[src/rtl/ysyx_22050854_inst_fetch_buf.sv]
// Instruction fetch buffer between SRAM_IFU and decode.
// Selects the 32-bit word from a 64-bit fetch beat by PC[2] and queues up to
// DEPTH instructions with their PC and an error tag. Decode sees a valid/ready
// stream, and flush drops all queued entries on a redirect.
// Optional macro YSYX_22050854_IFB_BYPASS_EN: when the buffer is empty, an
// incoming beat is forwarded straight to the output in the same cycle.
module ysyx_22050854_inst_fetch_buf #(
    parameter int DEPTH = 4,
    parameter int PC_W  = 32,
    localparam int AW   = $clog2(DEPTH)
) (
    input  logic            clk,
    input  logic            rst_n,
    input  logic            flush,
    input  logic            in_valid,
    output logic            in_ready,
    input  logic [PC_W-1:0] in_pc,
    input  logic [63:0]     in_rdata,
    input  logic            in_err,
    output logic            out_valid,
    input  logic            out_ready,
    output logic [PC_W-1:0] out_pc,
    output logic [31:0]     out_inst,
    output logic            out_err,
    output logic [AW:0]     count
);

    localparam logic [AW:0] ONE = (AW+1)'(1);

    logic [PC_W-1:0] mem_pc   [DEPTH];
    logic [31:0]     mem_inst [DEPTH];
    logic            mem_err  [DEPTH];

    logic [AW:0] wr_ptr;
    logic [AW:0] rd_ptr;

    logic        empty;
    logic        full;
    logic        push;
    logic        pop;
    logic        bypass;
    logic [31:0] in_word;
    logic        in_tag_err;

    assign empty      = (wr_ptr == rd_ptr);
    assign full       = (wr_ptr[AW] != rd_ptr[AW]) && (wr_ptr[AW-1:0] == rd_ptr[AW-1:0]);
    assign in_ready   = ~full;
    assign in_word    = in_pc[2] ? in_rdata[63:32] : in_rdata[31:0];
    assign in_tag_err = in_err | (in_pc[1:0] != 2'b00);

`ifdef YSYX_22050854_IFB_BYPASS_EN
    assign bypass = empty & in_valid & ~flush;
`else
    assign bypass = 1'b0;
`endif

    // A bypassed beat that decode takes in the same cycle is never stored.
    assign push = in_valid & in_ready & ~flush & ~(bypass & out_ready);
    assign pop  = ~empty & ~flush & out_ready;

    // Output stream: head entry, or the incoming beat when bypassing.
    always_comb begin
        out_valid = (~empty & ~flush) | bypass;
        out_pc    = mem_pc[rd_ptr[AW-1:0]];
        out_inst  = mem_inst[rd_ptr[AW-1:0]];
        out_err   = mem_err[rd_ptr[AW-1:0]];
        if (bypass) begin
            out_pc   = in_pc;
            out_inst = in_word;
            out_err  = in_tag_err;
        end
    end

    // Entry storage; only pointers are cleared on flush.
    always_ff @(posedge clk or negedge rst_n) begin
        if (!rst_n) begin
            for (int unsigned i = 0; i < DEPTH; i++) begin
                mem_pc[i]   <= '0;
                mem_inst[i] <= '0;
                mem_err[i]  <= 1'b0;
            end
        end else if (push) begin
            mem_pc[wr_ptr[AW-1:0]]   <= in_pc;
            mem_inst[wr_ptr[AW-1:0]] <= in_word;
            mem_err[wr_ptr[AW-1:0]]  <= in_tag_err;
        end
    end

    // Pointers and occupancy; flush wins over push and pop.
    always_ff @(posedge clk or negedge rst_n) begin
        if (!rst_n) begin
            wr_ptr <= '0;
            rd_ptr <= '0;
            count  <= '0;
        end else if (flush) begin
            wr_ptr <= '0;
            rd_ptr <= '0;
            count  <= '0;
        end else begin
            if (push) wr_ptr <= wr_ptr + ONE;
            if (pop)  rd_ptr <= rd_ptr + ONE;
            case ({push, pop})
                2'b10:   count <= count + ONE;
                2'b01:   count <= count - ONE;
                default: count <= count;
            endcase
        end
    end

    a_count_bound : assert property (@(posedge clk) disable iff (!rst_n) count <= (AW+1)'(DEPTH));
    a_no_push_full : assert property (@(posedge clk) disable iff (!rst_n) !(push && full));
    a_no_pop_empty : assert property (@(posedge clk) disable iff (!rst_n) !(pop && empty));

endmodule
[config.mk]
export PLATFORM = sky130hd
export DESIGN_NAME = ysyx_22050854_inst_fetch_buf
export DESIGN_NICKNAME = d
export VERILOG_FILES = /design/src/rtl/ysyx_22050854_inst_fetch_buf.sv
export SDC_FILE = /design/constraint.sdc
export NUM_CORES = 1
export LEC_CHECK = 0
export ABC_AREA = 0
export BUFFER_PORTS_ARGS = -buffer_cell sky130_fd_sc_hd__buf_2
export CORE_UTILIZATION = 40
export CTS_BUF_LIST = sky130_fd_sc_hd__clkbuf_8
export DETAILED_ROUTE_END_ITERATION = 10
export PLACE_DENSITY = 0.68
export SYNTH_ARGS = -nofsm -noshare
export SYNTH_HDL_FRONTEND = slang
export SYNTH_SLANG_ARGS = --single-unit
[constraint.sdc]
create_clock -name clk -period 7.48 [get_ports clk]
set_input_delay 0.374 -clock clk [delete_from_list [all_inputs] [get_ports clk]]
set_output_delay 0.374 -clock clk [all_outputs]
set_load 0.05 [all_outputs]
### Word-level counts from Yosys, hierarchy flattened

Index checks and enable logic that the tools add are counted.

| operators by class | value |
|---|---|
| bitwise operators | 10 |
| $lt $le $gt $ge | 3 |
| muxes and demuxes | 23 |
| equality and inequality tests | 5 |
| reduce and logical (&&, ||, !) cells | 6 |
| add/sub/neg operators | 4 |

Operators with widths:

| operator | count |
|---|---|
| $bwmux W128 | 2 |
| $mux W32 | 6 |
| $bmux W32 S2 | 2 |
| $demux W32 S2 | 1 |
| $mux W3 | 5 |
| $add A3 B1 Y3 const B | 3 |
| $ge A3 B3 Y1 const B | 2 |
| $not A2 Y3 | 2 |
| $pmux W3 S2 | 1 |
| $reduce_bool A2 Y1 | 3 |
| $and A1 B1 Y1 | 4 |
| $bwmux W4 | 1 |
| $eq A3 B3 Y1 | 1 |
| $lt A3 B1 Y1 const B | 1 |
| $mux W1 | 3 |
| $not A1 Y1 | 3 |
| $reduce_bool A3 Y1 | 1 |
| $sub A3 B1 Y3 const B | 1 |
| $bmux W1 S2 | 1 |
| $demux W1 S2 | 1 |
| $eq A2 B1 Y1 const B | 1 |
| $eq A2 B2 Y1 | 1 |
| $eq A2 B2 Y1 const B | 1 |
| $logic_and A1 B1 Y1 | 2 |
| 2 further kinds | 2 |

| storage, ports and cells | value |
|---|---|
| input bits | 102 |
| register bits after elaboration | 269 |
| logic and storage cells | 66 |
| output and inout port bits | 70 |

### Depth between registers and ports, before layout

Gate-level depths: netlist (run 1).

| logic depth | value |
|---|---|
| depth after elaboration | 8 |
| gate-level depth with buffers | 10 |

### Worst setup path after synthesis (run 1)

OpenSTA, ideal clock, no wires.

| path | value |
|---|---|
| path kind | register to register |
| start | register rd_ptr[0] |
| end | register count[2] |
| stages on the path, launching flop included | 11 |
| data arrival time | 3.057 ns |
| clock period less this slack | 3.139 ns |
| library setup time | 0.082 ns |
| data required time | 7.398 ns |
| setup slack | 4.341 ns |
| cell sequence | dfrtp_1 buf_2 xor2_2 buf_4 or3_1 a211oi_1 fa_1 nor2_1 or4b_1 a31o_1 a31oi_1 |

| between the ends | value |
|---|---|
| longest elaborated chain between the ends | 8 |
| elaborated cells between the ends (all ways) | 14 |
| classes of those cells | 4 x eq/ne; 2 x mux; 6 x bitwise; 2 x reduce/logical |

RTL lines:

| item | line | source |
|---|---|---|
| start: declaration | 35 | `logic [AW:0] rd_ptr;` |
| start signal: assignment | 101 | `if (pop) rd_ptr <= rd_ptr + ONE;` |
| $eq A2 B2 Y1 (*) | 46 | `assign full = (wr_ptr[AW] != rd_ptr[AW]) && (wr_ptr[AW-1:0] == rd_ptr[AW-1:0]);` |
| $logic_and A1 B1 Y1 (*) | 46 |  |
| $not A1 Y1 (*) | 47 | `assign in_ready = ~full;` |
| via in_ready | 16 | `output logic in_ready,` |
| $and A1 B1 Y1 (*) (2 in series) | 58 | `assign push = in_valid & in_ready & ~flush & ~(bypass & out_ready);` |
| $eq A2 B1 Y1 or $eq A2 B2 Y1 (tied branches) | 102 | `case ({push, pop})` |
| $pmux W3 S2 | 102 |  |
| $mux W3 | 95 | `end else if (flush) begin` |
| end signal: assignment | 103 | `2'b10: count <= count + ONE;` |
| end signal: assignment | 104 | `2'b01: count <= count - ONE;` |
| end signal: assignment | 105 | `default: count <= count;` |
| end: declaration | 25 | `output logic [AW:0] count` |

The timed path passes the listed nets; every way through them passes the cells marked *.
A chain may end at the register's enable or synchronous reset.

### Worst setup path after layout (run 1)

| path | value |
|---|---|
| start | register rd_ptr[0] |
| end | register mem_pc[28] in the netlist's numbering |

| between the ends | value |
|---|---|
| longest elaborated chain between the ends | 5 |

RTL lines:

| item | line | source |
|---|---|---|
| $eq A2 B2 Y1 | 46 |  |
| $logic_and A1 B1 Y1 | 46 |  |
| $not A1 Y1 | 47 |  |
| $and A1 B1 Y1 (2 in series) | 58 |  |
| end signal: indexed assignment | 83 | `mem_pc[wr_ptr[AW-1:0]] <= in_pc;` |
| end: declaration | 30 | `logic [PC_W-1:0] mem_pc [DEPTH];` |

Every way passes these cells.

==> flow_summary.ini, run 1 <==
[finish]
nets = 1158
multi_input_area_sq_um = 4960
fillers = 2674
layout_commonest_cell = dfrtp_1
fin_area_sq_um = 14200
antenna_cells = 0
layout_common_cells = 267 x dfrtp_1, 170 x buf_2, 132 x nand2_1
syn2layout_area_growth_pct = 18.1
final_core_util = 0.480
drive_gt1_frac = 0.310
seqCellArea_sq_um = 6740

[die]
die_area_sq_um = 30700
start_util = 0.406
core-area_sq_um = 29600
io_pins = 172
rows = 63
die_w_microns = 175
die-height_microns = 175

[power]
ir_drop_mv = 0.171
p_per_area_nw_per_um2 = 369
p_leak_uw = 0.00662

[worst_setup_path]
endpoint_kind = register
rrSetupSlack_ns = 3.92
worst_r2r_path_depth = 4
critPathSlowestCell = dfrtp_4
crit_path_start_kind = register
path_cells = xor2_2 > o311ai_4 > buf_4 > mux2_1
crit_buf_inv = 1
path_class = reg2reg
cp_max_fo = 87
cpPeakStageDelay_ns = 0.92
r2r-end = mem_pc[28]$_DFFE_PN0P_
rr_startpoint = rd_ptr[0]$_DFFE_PN0P_
crit_required_ns = 7.90
cp_top_family = flip-flops
critPathArrivalTime_ns = 3.98

[synth]
synth_edf_count = 0
synthCells = 883
yosysWarnings = 0
ys.flop_type = dfrtp_1
syn_nets = 991
avgSynthCellArea_sq_um = 13.6
async_flop_share = 1.00
syn_area_sq_um = 12000
ys_seq_area_frac = 0.561
yosys.cell_types.count = 40
ys_seq_elements = 269

[detailed_routing]
route.detailed.wl_per_inst_microns = 17.1
drc_errors = 0
wl_mm = 25.2
drtAntennaViolNets = 0
viasPerCell = 5.08
dr.pass1.iters = 6
num_vias = 7497
drtIter0Drc = 277

[sta]
finalSetupTns_ns = 0
hold_viol = 0
min_period_over_period = 0.475
finalSetupViolCount = 0
fmax_mhz = 281
drv_slew = 0
worst_pin_slew_ns = 1.05
rsz0062_at_grt = false
period_needed_ns = 3.56
fin_skew_ns = 0.0244
relSlewSlack = 0.302

[global_route]
antenna_found_initial = 1
grt-busiest-layer = met2
grt.total_usage = 0.172
met1_usage = 0.238
grt_pass1_wl_mm = 41.8
grt_pass1_vias = 7813
grt_use_met2 = 0.272
grt_start_max_net_pins = 145
grt-ovfl-total = 0
grt_util_met3 = 0.0409

[place]
hpwl_mm = 15.3
placed_area_sq_um = 13200
portBuffers = 171
gp_congestion = 0.689

[min_path]
hold_end = mem_pc[70]$_DFFE_PN0P_
hold_depth = 2
hp-start = in_pc[6]
min_path_type = in2reg

[clock_network]
cts_buffers = 45
cts_sinks = 269
cts.clk_slew.worst_paths_ns = 0.07
cts_root_buf = clkbuf_8
cts_setup_buffers = 0
cts_tree = done
clkLatencyLatePin_ns = 0.55
htree_levels = 2
cts_buffer_depth = 3

[job]
drv_cap = 0

[outcome]
status = complete, no violations
[state kept, by name, indices dropped and copies added (netlist names)]
name,flops
mem_inst,128
mem_pc,128
mem_err,4
count,3
rd_ptr,3
wr_ptr,3
[worst max path at each step]
| stage | from | endpoint | slack, ns | cells past startpoint |
|---|---|---|---|---|
| 4_1_cts | rd_ptr[0]$_DFFE_PN0P_ | mem_pc[23]$_DFFE_PN0P_ | 3.82 | 4 |
| 2_1_floorplan | rd_ptr[0]$_DFFE_PN0P_ | count[2]$_DFFE_PN0P_ | 4.34 | 10 |
| 5_1_grt | rd_ptr[0]$_DFFE_PN0P_ | mem_pc[1]$_DFFE_PN0P_ | 3.61 | 4 |
| 6_report | rd_ptr[0]$_DFFE_PN0P_ | mem_pc[28]$_DFFE_PN0P_ | 3.92 | 4 |
| 3_3_place_gp | rd_ptr[0]$_DFFE_PN0P_ | mem_pc[29]$_DFFE_PN0P_ | 3.90 | 4 |
| 3_5_place_dp | rd_ptr[0]$_DFFE_PN0P_ | mem_pc[30]$_DFFE_PN0P_ | 3.84 | 4 |
[synth_stat cells (2+ instances only)]
cell | number | area [sq um]
or3_1 | 2 | 12.5
mux2i_1 | 35 | 350
nand2b_1 | 2 | 12.5
nor3_1 | 3 | 15.0
o311ai_4 | 4 | 105
mux2_2 | 8 | 90.1
o311ai_0 | 2 | 17.5
inv_1 | 5 | 18.8
o21ai_0 | 124 | 621
dfrtp_1 | 269 | 6730
mux2_1 | 120 | 1350
xor2_1 | 4 | 35.0
nor2_1 | 9 | 33.8
nor2b_1 | 2 | 12.5
ha_1 | 5 | 62.6
o21ai_1 | 11 | 55.1
mux4_2 | 65 | 1460
buf_4 | 5 | 37.5
nand2_1 | 132 | 495
buf_2 | 29 | 145
clkbuf_1 | 28 | 105
[layout make-up]
cell class	instances	area share
repair buffers	183	0.0685
multi-input cells	546	0.350
clock buffers	63	0.0612
well taps	390	0.0344
flip-flops and latches	269	0.475
inverters	5	0.00132
clock inverters	19	0.00927
[kinds of logic after synthesis]
| logic type | after synthesis | share of synthesized area |
|---|---|---|
| flip-flops | 269 | 0.561 |
| AO/OA/AOI/OAI | 151 | 0.0752 |
| buffers and inverters | 68 | 0.0259 |
| XOR/XNOR | 8 | 0.00865 |
| adder cells (fa/ha/maj) | 6 | 0.00688 |
| multiplexers | 229 | 0.272 |
| AND/OR/NAND/NOR | 152 | 0.0501 |
[per-layer routing]
layer  vias up  share of wire
met4         2          0.015
met2       162           0.46
met5         -        0.00040
met1      3765           0.47
met3        37          0.054
li1       3531              -
[stage by stage]
step / hold WS [ns] / total power (uW) / worst slack [ns] / instances
final: 0.0699 / 5240 / 3.92 / 1475
after global routing: 0.0503 / 5550 / 3.61 / 1475
after CTS: 0.0304 / 5320 / 3.82 / 1475
after detailed placement: 0.465 / 3890 / 3.84 / 1392
after global placement: 0.456 / 3830 / 3.90 / 1392
after floorplan: 0.0784 / 3500 / 4.34 / 883
[where the power goes]
group / switching (uW) / total, uW / leakage (uW) / internal (uW)
combinational: 1050 / 1680 / 0.00265 / 635
clock: 585 / 1400 / 0.000568 / 815
sequential: 251 / 2150 / 0.00341 / 1900
total: 1880 / 5240 / 0.00662 / 3350
[timing repair]
item / in CTS / in global routing
hold buffers: 1 / 0
hold endpoints to repair: 125 / 0
gates resized for setup: 0 / 0
setup endpoints to repair: 0 / 0
Note: power is estimated with default switching activity, not from simulation.
==> inputs of run 2 (changes only) <==
- PLACE_DENSITY: 0.68 -> 0.7
- clock period: 7.48 -> 3.2 ns (I/O delays scaled with it)
==> run 2 against run 1 <==
Effect of this change:
- sequential share of layout area down 3.2 points
- core utilization grew 3.5 points
- total power rose by 140%
- wire length is 3.5% higher
- hold slack got worse by 0.039 ns
- via count rose by 5.1%
- register-to-register slack lost 3.4 ns
- clock-buffer cell count up 1
- critical endpoint is now out_inst[17]
- highest routed layer is now met4
==> flow_summary.ini, run 2 (same netlist as run 1, synthesis figures left out) <==
[clock_network]
clkLatencyLatePin_ns = 0.55
htree_levels = 2
cts_setup_buffers = 0
cts_buffers = 46
cts.clk_slew.worst_paths_ns = 0.06
cts_buffer_depth = 3
cts_sinks = 269
cts_tree = done
cts_root_buf = clkbuf_8

[global_route]
grt_start_max_net_pins = 99
grt_pass1_vias = 8604
antenna_found_initial = 0
grt-ovfl-total = 0
grt_pass1_wl_mm = 44.2
grt.total_usage = 0.180

[worst_setup_path]
cpPeakStageDelay_ns = 0.83
endpoint_kind = output port
worst_r2r_path_depth = 8
critPathSlowestCell = buf_4
rrSetupSlack_ns = 0.52
rr_startpoint = rd_ptr[2]$_DFFE_PN0P_
path_cells = buf_4 > mux4_2 > buf_2
path_class = reg2out
crit_buf_inv = 2
crit_required_ns = 3.04
cp_max_fo = 67
critPathArrivalTime_ns = 2.54
cp_top_family = buffers and inverters
crit_path_start_kind = register
r2r-end = count[2]$_DFFE_PN0P_

[sta]
hold_viol = 0
finalSetupTns_ns = 0
rsz0062_at_grt = false
fin_skew_ns = 0.0177
period_needed_ns = 2.70
min_period_over_period = 0.844
drv_slew = 0
relSlewSlack = 0.273
fmax_mhz = 370
finalSetupViolCount = 0
finalWorstSetupSlack_ns = 0.500
worst_pin_slew_ns = 1.09
hold-worst-slack_ns = 0.0306

[detailed_routing]
routedLengthMet1_mm = 11.6
drtAntennaViolNets = 0
route.detailed.wl_per_inst_microns = 16.6
viasPerCell = 5.01
wl_met2_mm = 12.3
drtIter0Drc = 365
dr_wl_met3_mm = 1.62
top_layer_used = met4
drc_errors = 0
num_vias = 7876
wl_mm = 26.1
dr.pass1.iters = 6

[finish]
layout_commonest_cell = dfrtp_1
fin_area_sq_um = 15200
multi_input_area_sq_um = 4960
layout_common_cells = 267 x dfrtp_1, 170 x buf_2, 132 x nand2_1
seqCellArea_sq_um = 6740
reg.largest.list = mem_inst x128, mem_pc x128, mem_err x4
syn2layout_area_growth_pct = 26.7
fillers = 2507
antenna_cells = 0
nets = 1255
drive_gt1_frac = 0.290

[place]
gp_congestion = 0.715
placed_area_sq_um = 13300
preCtsSetupSlack_ns = 0.553
portBuffers = 171
hpwl_mm = 15.4

[die]
core-area_sq_um = 29600
die-height_microns = 175
die_w_microns = 175
rows = 63
start_util = 0.406
io_pins = 172
die_area_sq_um = 30700

[power]
pwr-share-seq = 0.401
power.switching_uw = 4420
p_leak_uw = 0.00706
p_per_area_nw_per_um2 = 815
comb_power_share = 0.335
p_int_uw = 7970
p_sw_frac = 0.357
ir_drop_mv = 0.464
pwr-share-clk = 0.264

[min_path]
hold_end = mem_inst[50]$_DFFE_PN0P_
hp-start = in_rdata[18]
hold_depth = 3
min_path_type = in2reg

[job]
drv_cap = 0

[outcome]
status = complete, no violations
==> run 2: cell count changes in the layout (fill, tap and decap cells not counted), sizes merged <==
cell	previous run	this run
inv	20	19
dlygate4sd3	1	90
clkbuf	63	64
clkinv	2	1
buf	182	189
clkinvlp	0	1
==> run 2: timing repair <==
item	CTS	global route
hold buffers	90	0
gates resized for setup	0	0
endpoints found under the setup margin	0	0
hold endpoints to repair	295	0
==> run 2: per-stage QoR <==
step | util | instances | power, uW
6_report | 0.514 | 1571 | 12400
3_3_place_gp | 0.450 | 1399 | 8970
2_1_floorplan | - | 883 | 8180
3_5_place_dp | 0.450 | 1399 | 9110
4_1_cts | 0.514 | 1571 | 12500
5_1_grt | 0.514 | 1571 | 13100
==> run 2: worst max path at each step <==
stage	slack [ns]	start	cells past startpoint	endpoint
final	0.50	rd_ptr[1]$_DFFE_PN0P_	3	out_inst[17]
after global routing	0.30	rd_ptr[2]$_DFFE_PN0P_	8	count[2]$_DFFE_PN0P_
after CTS	0.46	rd_ptr[1]$_DFFE_PN0P_	3	out_inst[16]
after detailed placement	0.55	rd_ptr[2]$_DFFE_PN0P_	8	count[2]$_DFFE_PN0P_
after global placement	0.56	rd_ptr[2]$_DFFE_PN0P_	8	count[2]$_DFFE_PN0P_
after floorplan	0.06	rd_ptr[0]$_DFFE_PN0P_	10	count[2]$_DFFE_PN0P_
==> run 2: final cells by class <==
class / count / area share
flip-flops and latches: 269 / 0.443
well taps: 390 / 0.0321
repair buffers: 279 / 0.131
clock inverters: 18 / 0.00823
multi-input cells: 546 / 0.326
inverters: 5 / 0.00123
clock buffers: 64 / 0.0579
==> run 2: routing by layer <==
metal  vias to the layer above  global-route usage
li1                       3705                   -
met1                      3923               0.238
met2                       199               0.291
met3                        49              0.0450
met4                         0              0.0562
met5                         -                   0
==> run 2: power groups by stage <==
stage,logic [uW],registers (uW),clock network (uW)
6_report,4150,4960,3270
3_5_place_dp,4090,5020,0
5_1_grt,4480,5110,3530
4_1_cts,4190,4970,3380
3_3_place_gp,4010,4960,0
2_1_floorplan,3310,4880,0
==> run 2: tightest hold or removal path, delay by kind of cell <==
family / cells / cell delay [ns]
AOI/OAI and AO/OA: 1 / 0.17
buffers and inverters: 1 / 0.08
muxes: 1 / 0.12
